<file path="src/rtl/gate_sweep_ctrl.sv">
// Self-test sequencer: sweeps every input vector into one gate-under-test and checks the sampled output.
// Optional build macro GATE_SWEEP_STOP_ON_ERR_EN ends the sweep at the first mismatch.
module gate_sweep_ctrl #(
  parameter int unsigned N_IN   = 2,
  parameter int unsigned SETTLE = 1
) (
  input  logic                     clk,
  input  logic                     rst_n,
  input  logic                     start,
  input  logic [2:0]               gate_sel,
  input  logic                     gut_out,
  output logic [N_IN-1:0]          vec,
  output logic                     busy,
  output logic                     done,
  output logic                     pass,
  output logic [N_IN:0]            err_count,
  output logic [(2**N_IN)-1:0]     tt_out
);

  localparam int unsigned NV  = 2 ** N_IN;
  localparam int unsigned CW  = N_IN + 1;
  localparam int unsigned SCW = 4;

  typedef enum logic [2:0] {
    S_IDLE    = 3'd0,
    S_APPLY   = 3'd1,
    S_WAIT    = 3'd2,
    S_CAPTURE = 3'd3,
    S_FINISH  = 3'd4
  } state_t;

  state_t            state_q, state_d;
  logic [2:0]        gsel_q, gsel_d;
  logic [SCW-1:0]    cnt_q, cnt_d;
  logic [N_IN-1:0]   vec_d;
  logic              busy_d, done_d, pass_d;
  logic [CW-1:0]     err_d;
  logic [NV-1:0]     tt_d;
  logic              expected_c;
  logic              mismatch_c;
  logic              last_c;

  // Reference value for the latched gate type at the current vector
  always_comb begin
    expected_c = 1'b0;
    case (gsel_q)
      3'd0:    expected_c = vec[0];
      3'd1:    expected_c = ~vec[0];
      3'd2:    expected_c = &vec;
      3'd3:    expected_c = |vec;
      3'd4:    expected_c = ~&vec;
      3'd5:    expected_c = ~|vec;
      3'd6:    expected_c = ^vec;
      default: expected_c = ~^vec;
    endcase
  end

  assign mismatch_c = gut_out ^ expected_c;
  assign last_c     = (vec == N_IN'(NV - 1));

  // Next-state and next-output decode
  always_comb begin
    state_d = state_q;
    gsel_d  = gsel_q;
    cnt_d   = cnt_q;
    vec_d   = vec;
    busy_d  = busy;
    done_d  = 1'b0;
    pass_d  = pass;
    err_d   = err_count;
    tt_d    = tt_out;

    case (state_q)
      S_IDLE: begin
        if (start) begin
          gsel_d  = gate_sel;
          err_d   = '0;
          tt_d    = '0;
          vec_d   = '0;
          busy_d  = 1'b1;
          state_d = S_APPLY;
        end
      end

      S_APPLY: begin
        cnt_d   = SCW'(SETTLE);
        state_d = (SETTLE > 0) ? S_WAIT : S_CAPTURE;
      end

      S_WAIT: begin
        cnt_d = cnt_q - SCW'(1);
        if (cnt_q <= SCW'(1)) begin
          state_d = S_CAPTURE;
        end
      end

      S_CAPTURE: begin
        tt_d[vec] = gut_out;
        if (mismatch_c) begin
          err_d = err_count + CW'(1);
        end
`ifdef GATE_SWEEP_STOP_ON_ERR_EN
        if (mismatch_c || last_c) begin
          state_d = S_FINISH;
        end else begin
          vec_d   = vec + N_IN'(1);
          state_d = S_APPLY;
        end
`else
        if (last_c) begin
          state_d = S_FINISH;
        end else begin
          vec_d   = vec + N_IN'(1);
          state_d = S_APPLY;
        end
`endif
      end

      S_FINISH: begin
        done_d  = 1'b1;
        busy_d  = 1'b0;
        pass_d  = (err_count == '0);
        state_d = S_IDLE;
      end

      default: begin
        state_d = S_IDLE;
      end
    endcase
  end

  // State and output registers
  always_ff @(posedge clk or negedge rst_n) begin
    if (!rst_n) begin
      state_q   <= S_IDLE;
      gsel_q    <= '0;
      cnt_q     <= '0;
      vec       <= '0;
      busy      <= 1'b0;
      done      <= 1'b0;
      pass      <= 1'b0;
      err_count <= '0;
      tt_out    <= '0;
    end else begin
      state_q   <= state_d;
      gsel_q    <= gsel_d;
      cnt_q     <= cnt_d;
      vec       <= vec_d;
      busy      <= busy_d;
      done      <= done_d;
      pass      <= pass_d;
      err_count <= err_d;
      tt_out    <= tt_d;
    end
  end

endmodule
</file>
<file path="config.mk">
export PLATFORM = sky130hd
export DESIGN_NAME = gate_sweep_ctrl
export DESIGN_NICKNAME = d
export VERILOG_FILES = /design/src/rtl/gate_sweep_ctrl.sv
export SDC_FILE = /design/constraint.sdc
export NUM_CORES = 1
export LEC_CHECK = 0
export BUFFER_PORTS_ARGS = -buffer_cell sky130_fd_sc_hd__clkbuf_2
export CELL_PAD_IN_SITES_DETAIL_PLACEMENT = 0
export CELL_PAD_IN_SITES_GLOBAL_PLACEMENT = 2
export CORE_MARGIN = 1
export CORE_UTILIZATION = 35
export DETAILED_ROUTE_END_ITERATION = 6
export PLACE_DENSITY_LB_ADDON = 0.25
export SLEW_MARGIN = 20
export SYNTH_ARGS = -nofsm -noshare
export SYNTH_HDL_FRONTEND = slang
export SYNTH_SLANG_ARGS = --single-unit
</file>
<file path="constraint.sdc">
create_clock -name clk -period 5.1 [get_ports clk]
set_input_delay 0 -clock clk [delete_from_list [all_inputs] [get_ports clk]]
set_output_delay 0 -clock clk [all_outputs]
set_load 0.05 [all_outputs]
</file>
Yosys cells after proc, flatten, opt, wreduce, memory -nomap -nowiden
Cells that the tools add are included.
W data, S select, Z words.
- register bits: 22
- input port bits: 7
- output and inout port bits: 12
- add/sub/neg operators: 3
- $lt $le $gt $ge: 3
- equality and inequality tests: 15
- muxes and demuxes: 20
- bitwise operators: 2
- reduce and logical (&&, ||, !) cells: 19
- operators by type and width (cell ; number):
    $pmux W4 S2 ; 2
    $mux W3 ; 5
    $eq A3 B2 Y1 const B ; 4
    $eq A3 B3 Y1 const B ; 4
    $pmux W3 S4 ; 1
    $reduce_and A2 Y1 ; 5
    $logic_not A3 Y1 ; 3
    $ne A2 B2 Y1 const B ; 4
    $pmux W1 S7 ; 1
    $eq A3 B1 Y1 const B ; 2
    $pmux W3 S2 ; 1
    $reduce_and A3 Y1 ; 2
    $reduce_bool A2 Y1 ; 3
    $bwmux W4 ; 1
    $le A4 B1 Y1 const B ; 1
    $mux W2 ; 2
    $mux W4 ; 1
    $pmux W2 S2 ; 1
    $sub A4 B1 Y4 const B ; 1
    $add A3 B1 Y3 const B ; 1
    $lt A2 B3 Y1 const B ; 1
    $mux W1 ; 3
    $add A2 B1 Y2 const B ; 1
    $demux W1 S2 ; 1
    other kinds (10) ; 11

Logic depth before layout (Yosys ltp)
Gate-level depths: netlist (run 1).
- word-level depth: 6
- gate-level depth with buffers: 7
- mapped depth without buffers: 7

Least setup slack after synthesis (run 1)
OpenSTA, ideal clock, no wires.
- path type: flip-flop to flip-flop
- start point: register vec[0]
- end point: register err_count[1]
- data arrival time: 2235 ps
- slack: 2743 ps
- stages on the path, launching flop included: 8
- buffers on the path: 0
- period minus slack after synthesis: 2357 ps
- path through: dfrtp_1 > inv_1 > ha_1 > xor2_1 > o22ai_1 > o31a_1 > or2_1 > a32o_1
- word-level cells in the longest chain between the ends: 6
- elaborated cells on any way between the ends: 11
- RTL lines (item ; line ; text):
    start: declaration ; 12 ; output logic [N_IN-1:0] vec,
    start signal: assignment ; 148 ; vec <= vec_d;
    $reduce_or A2 Y1 / $reduce_and A2 Y1 (equally long branches) ; -- ;
    $logic_not A1 Y1, on equally long branches ; 52, 51 ;
    $pmux W1 S7 (*) ; 46 ; case (gsel_q)
    $xor A1 B1 Y1 (*) ; 58 ; assign mismatch_c = gut_out ^ expected_c;
    $ne A2 B2 Y1 (no line) (*) ; -- ;
    $reduce_and A3 Y1 (no line) (*) ; -- ;
    end signal: assignment ; 152 ; err_count <= err_d;
    end: declaration ; 16 ; output logic [N_IN:0] err_count,
Every way passes the cells marked *; elsewhere a longest branch is shown, timed or not.
A chain may end at the register's enable or synchronous reset.

Worst setup path in the final report (run 1)
Same ends and word-level chain as after synthesis.

==> qor.yml, run 1 <==
vias_per_cell: 5.06
h-tree-depth: 1
hold_path.class: "in -> reg"
worst-slew-pin-transition_ps: 761
grt_antenna_before_repair: 0
gr-total-overflow: 0
seq_area_frac_synth_pct: 42.7
reg2reg_to: "err_count[1]"
avgSynthCellArea_um2: 9.48
crit_chain: "inv_1, ha_1, xor2_1, o22ai_1, o31a_1, or2_1, a32o_1"
vias: 1032
slowest_delay_ps: 490
grt_pass1_vias: 978
tns_ps: 0
ant_nets: 0
status: "finished clean"
syn2layout_area_growth_pct: 16.9
fillers: 353
slew_headroom_pct: 48.5
slowest_stage: "dfrtp_1"
drt_iter0_drc: 41
busiest_layer: "met1"
synth_area_leader_cell: "dfrtp_1"
fin_ws_ps: 2940
critPathCaptureType: "register"
ys_warn_count: 0
ctsHoldBuffers: 5
grt_pass1_wl_mm: 4.60
hp-start: "gut_out"
syn_inst: 136
setup_viol: 0
skew_ps: 2.84
cts_resized: 0
grt_usage_pct: 14.7
synthesis.nets: 153
p_per_area_mw_per_mm2: 609
maxCapViolCount: 0
start_util_pct: 37.4
yosysMostFrequentCell: "dfrtp_1"
ir_drop_mv: 0.213
ys_types: 38
cts_tree: "yes"
worstPathMaxFanout: 8
clock-sinks: 22
num_io_pins: 19
reg2reg_setup_slack_ps: 2940
cp.arrival_ps: 2310
cts_made_buffers: 3
synth_edf_count: 0
die_w_um: 62.7
postCtsSetupRepairBufs: 0
drc: 0
hold_violations: 0
clock_path_buffers: 2
place_ws_ps: 2950
nets: 176
synthTopCellsByCount: "dfrtp_1, nand2_1, ha_1"
ys_ff_latch: 22
wirelength_mm: 2.54
synth_top_area_share_pct: 42.7
diodes: 0
whs_ps: 193
first_pass_iters: 4
drive_above_1_share_pct: 17.7
clk_latency_ps: 260
ff2ff_path_depth: 7
synth_ff_type: "dfrtp_1"
hold_path_end: "err_count[2]"
netlist_area_mm2: 0.00129
wl_per_cell_um: 12.4
path_clk_slew_ps: 80
ys_top_cells_by_area: "dfrtp_1, ha_1, nand2_1, o21ai_0, a21oi_1"
crit_buf_inv: 1
maxSlewViolCount: 0
clockRootBuffer: "clkbuf_8"
rr_startpoint: "vec[0]"
async_flop_share_pct: 100
port_buffers: 18
worstSetupPathType: "reg -> reg"
die_y_um: 62.7
grt_use_met1_pct: 22.4
place_congestion: 0.745
rows: 21
layout_min_cycle_time_ps: 2160
postLayoutCoreUtil_pct: 43.8
grt_start_max_net_pins: 23
p_leak_nw: 0.726
grtUsageMet2_pct: 20.9
hold-path-cell-count: 4
path_delay_family: "compound AO/OA/AOI/OAI gates"
start_kind: "register"
dieArea_mm2: 0.00393
fmax_ghz: 0.463
gr-usage-met3_pct: 2.37
finalCritPeriodShare_pct: 42.3
rsz0062_at_grt: "no"
crit_required_ps: 5250
design.core.area_mm2: 0.00344
dpl.hpwl_mm: 1.89
-- routing by layer --
metal | wire, µm | up-vias
li1 | - | 521
met5 | 0 | -
met4 | 26 | 0
met2 | 1060 | 24
met3 | 86 | 4
met1 | 1360 | 483
-- logic make-up after synthesis --
logic type / share of synthesized area, %
compound gates: 17.4
flops: 42.7
fa+ha+maj: 9.71
buf+inv: 5.34
mux: 0.777
simple gates: 22.0
xor+xnor: 2.04
-- where the power goes --
group / switching, mW / total [mW] / internal, mW
Combinational: 0.302 / 0.481 / 0.178
Clock: 0.0563 / 0.125 / 0.0688
Sequential: 0.0772 / 0.311 / 0.234
Total: 0.436 / 0.917 / 0.482
-- layout by cell type (no fill, tap or decap), types with 4 or more instances in the layout --
master and count:
a21oi_1 7, clkbuf_2 18, clkbuf_8 4, dfrtp_1 22
dlygate4sd3_1 5, ha_1 10, inv_1 9, nand2_1 19
nand2b_1 5, nor2_1 7, o21ai_0 8
-- sequential cells by signal, indices dropped and copies added, names as in the netlist --
register   count
state_q        3
pass           1
busy           1
done           1
err_count      3
cnt_q          4
gsel_q         3
vec            2
tt_out         4
-- layout make-up --
type	instances	area, µm²	share of cell area [%]
Inverter	9	33.8	2.24
Multi-Input combinational cell	100	669	44.4
Clock buffer	4	55.1	3.65
Tap cell	46	57.6	3.82
Timing Repair Buffer	23	140	9.30
Sequential cell	22	551	36.5
-- how the worst max path moves through the flow --
stage	startpoint	end	slack (ps)	depth (start not counted)
CTS	vec[0]	err_count[1]	2930	7
finish	vec[0]	err_count[1]	2940	7
global route	vec[0]	err_count[2]	2750	7
detailed placement	vec[0]	err_count[1]	2950	7
global placement	vec[0]	err_count[1]	3010	7
floorplan	vec[0]	err_count[1]	2740	7
-- stage by stage --
step | std cells | total power, mW | cell area, µm²
after floorplan | 136 | 0.702 | 1290
after global placement | 195 | 0.786 | 1400
after detailed placement | 195 | 0.795 | 1400
after CTS | 204 | 0.927 | 1510
after global routing | 204 | 1.00 | 1510
final | 204 | 0.917 | 1510
-- worst reg2reg max path, cell delays in order (launching register included) --
cell and delay, ps:
dfrtp_1 490, inv_1 120, ha_1 330, xor2_1 150, o22ai_1 150, o31a_1 290
or2_1 250, a32o_1 260
Note: power is estimated with default switching activity, not from simulation.
==> inputs of run 2 (changes only) <==
ABC_AREA = 1   (was default)
CORE_UTILIZATION = 30   (was 35)
clock period = 1.92 ns   (was 5.1 ns; I/O delays follow)
==> run 2 against run 1 <==
Utilization down 6.5 points; critical path type unchanged; largest power group unchanged; worst hold slack worse by 69 ps; fmax up 30%; first-iteration DRC count up 49%; largest cell class unchanged; combinational power rose to 2.9 times the previous value.
==> qor.yml, run 2 <==
fin_ws_ps: 257  # -2680 ps
ant_nets: 0  # unchanged
clock-sinks: 22  # unchanged
slew_headroom_pct: 62.8  # +14 points
grt_pass1_vias: 969  # -0.92%
ir_drop_mv: 0.689  # +220%
final_cell_mix: "nand2_1, dfrtp_1, clkbuf_2, inv_1, ha_1"
dpl.hpwl_mm: 1.94  # +3.1%
skew_ps: 6.15  # +3.30 ps
start_util_pct: 31.3  # -6.1 points
ys_ff_latch: 22  # unchanged
p_seq_share_pct: 30.5  # -3.4 points
gr-total-overflow: 0  # unchanged
internal_power_mw: 1.24  # +160%
drc: 0  # unchanged
h-tree-depth: 1  # unchanged
drive_above_1_share_pct: 25.2  # +7.4 points
cts_made_buffers: 3  # unchanged
vias_per_cell: 4.53  # -10%
ys_types: 29  # -24%
ys_warn_count: 0  # unchanged
nets: 181  # +2.8%
finalCritPeriodShare_pct: 86.6  # +44 points
tns_ps: 0  # unchanged
setup_viol: 0  # unchanged
critPathCaptureType: "register"
synth_top_area_share_pct: 44.0  # +1.2 points
cts_resized: 0  # unchanged
dieArea_mm2: 0.00444  # +13%
synth_area_leader_cell: "dfrtp_1"
grt_antenna_before_repair: 0  # unchanged
yosysMostFrequentCell: "nand2_1"
drt_iter0_drc: 61  # +49%
vias: 965  # -6.5%
diodes: 0  # unchanged
num_io_pins: 19  # unchanged
netlist_area_mm2: 0.00125  # -2.8%
place_ws_ps: 272  # -2680 ps
seq_area_frac_synth_pct: 44.0  # +1.2 points
hold_path.class: "in -> reg"
worstSetupPathType: "reg -> reg"
postCtsSetupRepairBufs: 0  # unchanged
die_w_um: 66.6  # +6.3%
hold_violations: 0  # unchanged
fillers: 410  # +16%
synth_edf_count: 0  # unchanged
design.core.area_mm2: 0.00400  # +16%
combPwrFrac_pct: 56.1  # +3.7 points
p_per_area_mw_per_mm2: 1650  # +170%
grt_usage_pct: 13.6  # -1.0 points
clkPwrFrac_pct: 13.4  # -0.2 points
ys_top_cells_by_area: "dfrtp_1, ha_1, nand2_1, inv_1, o21ai_0"
rsz0062_at_grt: "no"
ctsHoldBuffers: 4  # -1
fmax_ghz: 0.601  # +30%
async_flop_share_pct: 100  # unchanged
switchingPower_mw: 1.22  # +180%
cts_tree: "yes"
synthTopCellsByCount: "nand2_1, dfrtp_1, inv_1"
start_kind: "register"
layout.cells.most_common: "nand2_1"
maxSlewViolCount: 0  # unchanged
wirelength_mm: 2.53  # -0.32%
place_congestion: 0.786  # +5.5%
clockRootBuffer: "clkbuf_8"
cp.arrival_ps: 1820  # -490 ps
swShare_pct: 49.7  # +2.2 points
syn2layout_area_growth_pct: 19.0
grt_pass1_wl_mm: 4.53  # -1.5%
clk_latency_ps: 260  # about the same
p_leak_nw: 0.757  # +4.2%
path_clk_slew_ps: 80  # about the same
rows: 23  # +9.5%
crit_required_ps: 2080  # -3170 ps
postLayoutCoreUtil_pct: 37.3  # -6.5 points
clock_path_buffers: 2  # unchanged
grt_start_max_net_pins: 23  # unchanged
maxCapViolCount: 0  # unchanged
avgSynthCellArea_um2: 9.08  # -4.2%
layout_min_cycle_time_ps: 1660  # -496 ps
die_y_um: 66.6  # +6.3%
place_area_mm2: 0.00140  # -0.45%
first_pass_iters: 4  # unchanged
largest_registers: "cnt_q x4, tt_out x4"
synth_ff_type: "dfrtp_1"
design_area_mm2: 0.00149  # -1.1%
port_buffers: 18  # unchanged
syn_inst: 138  # +1.5%
status: "finished clean"
wl_per_cell_um: 11.9  # -4.5%
synthesis.nets: 155  # +1.3%
worst-slew-pin-transition_ps: 559  # -203 ps
worstPathMaxFanout: 6  # -2
==> run 2: routing by layer <==
layer	part of all wire [%]	vias to the layer above	wire length, µm	GRT usage (%)
li1	-	504	-	-
met2	47	12	1190	21.0
met1	49	447	1250	19.1
met5	0	-	0	0
met3	2.8	2	70	2.05
met4	0.75	0	19	4.79
==> run 2: power by group through the flow <==
stage                     clock network, mW  registers, mW  logic (mW)
after floorplan                           0          0.982       0.878
after global placement                    0          0.755        1.38
after detailed placement                  0          0.763        1.39
after CTS                             0.344          0.753        1.40
after global routing                  0.365          0.776        1.57
final                                 0.330          0.750        1.38
==> run 2: kinds of logic after synthesis <==
kind of cell / count (synthesis) / share of synthesized area (%)
and+or+nand+nor: 60 / 25.8
AOI/OAI and AO/OA: 23 / 11.9
DFF: 22 / 44.0
buffers and inverters: 21 / 6.99
adders and majority gates: 10 / 9.99
xor gates and xnor gates: 2 / 1.40
==> run 2: path summary, 6_finish.rpt <==
path / cells past startpoint / slack [ps] / end / start
min in group asynchronous: 2 / 260 / vec[1] / rst_n
max in group asynchronous: 2 / 1260 / vec[0] / rst_n
max: 12 / 260 / err_count[2] / vec[0]
max reg2reg: 12 / 260 / err_count[2] / vec[0]
min: 3 / 120 / state_q[0] / start
min reg2reg: 2 / 480 / tt_out[3] / tt_out[3]
==> run 2: per-stage QoR <==
step	hold WS (ps)	instances	power, mW
6_report	124	213	2.46
3_3_place_gp	28.2	205	2.14
2_1_floorplan	-296	138	1.86
4_1_cts	132	213	2.50
3_5_place_dp	24.6	205	2.15
5_1_grt	141	213	2.71
==> run 2: cell type report <==
class                   count  area (µm²)  share of cell area [%]
multi-input cells          95         614                    41.2
flip-flops and latches     22         552                    37.0
repair buffers             22         130                    8.73
inverters                  20        76.3                    5.12
well taps                  50        62.6                    4.20
clock buffers               4        55.1                    3.69
==> run 2: worst max-delay path, cell delays in order (launching register included) <==
cell and delay, ps:
dfrtp_2 440, inv_1 160, ha_1 270, inv_1 60, nand2_1 60, nand2_1 60
nand2_1 50, nand3_1 90, nand2_1 80, nand2_2 90, nand3_2 80, nand2_1 70
nand2_1 40
==> inputs of run 3 (changes only) <==
HOLD_SLACK_MARGIN = 0.1   (was default)
RECOVER_POWER = 100   (was default)
SKIP_LAST_GASP = 1   (was default)
==> run 3 against run 2 <==
Global-route usage unchanged; utilization down 0.94 points; wire length up 0.20%; fmax down 0.44%; non-clock buffer count unchanged; critical path depth unchanged; sequential share of layout area up 0.96 points; die area unchanged.
==> qor.yml, run 3 (same netlist as run 2, synthesis figures left out) <==
clk_latency_ps: 260  # about the same
status: "finished clean"
slowest_delay_ps: 440  # about the same
path_clk_slew_ps: 80  # about the same
largest_registers: "cnt_q x4, tt_out x4"
start_util_pct: 31.3  # unchanged
reg2reg_to: "err_count[2]"
fmax_ghz: 0.599  # -0.44%
cts_tree: "yes"
drc: 0  # unchanged
maxCapViolCount: 0  # unchanged
clockRootBuffer: "clkbuf_8"
cp.arrival_ps: 1830  # about the same
worstPathMaxFanout: 6  # unchanged
reg2reg_setup_slack_ps: 250  # about the same
place_area_mm2: 0.00140  # unchanged
grt_start_max_net_pins: 23  # unchanged
whs_ps: 85.6  # -38.1 ps
grt_pass1_wl_mm: 4.53  # unchanged
grt_usage_pct: 13.6  # unchanged
place_inst: 205  # unchanged
wl_per_cell_um: 11.9  # +0.20%
rows: 23  # unchanged
critPathCaptureType: "register"
crit_top_cell: "nand2_1"
cts_made_buffers: 3  # unchanged
design_area_mm2: 0.00145  # -2.5%
slew_headroom_pct: 19.4  # -43 points
diodes: 0  # unchanged
tns_ps: 0  # unchanged
skew_ps: 7.87  # +1.72 ps
ant_nets: 0  # unchanged
h-tree-depth: 1  # unchanged
gr-total-overflow: 0  # unchanged
p_per_area_mw_per_mm2: 1660  # +0.39%
drive_above_1_share_pct: 15.3  # -9.8 points
vias: 959  # -0.62%
first_pass_iters: 4  # unchanged
setup_viol: 0  # unchanged
layout_min_cycle_time_ps: 1670  # +7.34 ps
rsz0062_at_grt: "no"
grt_antenna_before_repair: 0  # unchanged
ir_drop_mv: 0.640  # -7.2%
layout.cells.most_common: "nand2_1"
design.core.area_mm2: 0.00400  # unchanged
maxSlewViolCount: 0  # unchanged
final_cell_mix: "nand2_1, dfrtp_1, inv_1, clkbuf_1, o21ai_0"
nets: 181  # unchanged
hold_path_end: "state_q[0]"
crit_chain: "inv_1, ha_1, inv_1, nand2_1, nand2_1, nand2_1, nand3_1, nand2_1, nand2_2, nand3_2, nand2_1, nand2_1"
crit_required_ps: 2080  # about the same
worstSetupPathType: "reg -> reg"
grt_pass1_vias: 969  # unchanged
dieArea_mm2: 0.00444  # unchanged
clock_path_buffers: 2  # unchanged
num_io_pins: 19  # unchanged
hp-start: "start"
drt_iter0_drc: 46  # -25%
postCtsSetupRepairBufs: 0  # unchanged
die_y_um: 66.6  # unchanged
finalCritPeriodShare_pct: 87.0  # +0.38 points
rr_startpoint: "vec[0]"
vias_per_cell: 4.50  # -0.62%
slowest_stage: "dfrtp_2"
hold-path-cell-count: 3  # unchanged
syn2layout_area_growth_pct: 16.0
start_kind: "register"
wirelength_mm: 2.53  # +0.20%
port_buffers: 18  # unchanged
die_w_um: 66.6  # unchanged
p_leak_nw: 0.711  # -6.0%
place_congestion: 0.786  # unchanged
clock-sinks: 22  # unchanged
instances_no_fill: 213  # unchanged
dpl.hpwl_mm: 1.94  # unchanged
hold_violations: 0  # unchanged
hold_path.class: "in -> reg"
worst-slew-pin-transition_ps: 1210  # +650 ps
ff2ff_path_depth: 12  # unchanged
==> run 3: final cells by class <==
cell class / count / area (µm²)
clock buffer: 4 / 55.1
timing repair buffer: 22 / 114
multi-input combinational: 95 / 593
tap: 50 / 62.6
fill: 420 / 2550
sequential: 22 / 552
inverter: 20 / 76.3
==> run 3: timing repair <==
action                                 4_1_cts  5_1_grt
gates resized for setup                      0        0
hold buffers                                 4        0
endpoints found under the hold margin       25        0
==> run 3: through the flow <==
step / utilization (%) / worst slack [ps] / total power, mW
2_1_floorplan: - / 62.8 / 1.86
3_3_place_gp: 34.9 / 325 / 2.14
3_5_place_dp: 34.9 / 272 / 2.15
4_1_cts: 37.3 / 258 / 2.50
5_1_grt: 36.3 / 39.5 / 2.65
6_report: 36.3 / 249 / 2.41
==> run 3: critical path, delay by kind of cell, from the launching register on <==
family	cells	cell delay, ps
adders and majority gates	1	280
buffers and inverters	2	230
DFF	1	440
and+or+nand+nor	9	620
==> run 3: how the worst max path moves through the flow <==
stage	from	endpoint	depth (start not counted)
3_3_place_gp	vec[0]	err_count[1]	12
2_1_floorplan	vec[1]	err_count[0]	12
5_1_grt	vec[0]	err_count[0]	12
6_report	vec[0]	err_count[2]	12
4_1_cts	vec[0]	err_count[0]	12
3_5_place_dp	vec[0]	err_count[0]	12
==> run 3: where the power goes <==
group          internal [mW]  switching, mW  total [mW]
logic                  0.397          0.930        1.33
registers              0.625          0.123       0.748
clock network          0.183          0.149       0.332
==> run 3: layer usage <==
layer	vias to the layer above	track usage [%]	wire [µm]
met4	0	4.79	19
met5	-	0	0
met2	12	21.0	1190
met3	2	2.05	72
met1	444	19.1	1250
li1	501	-	-
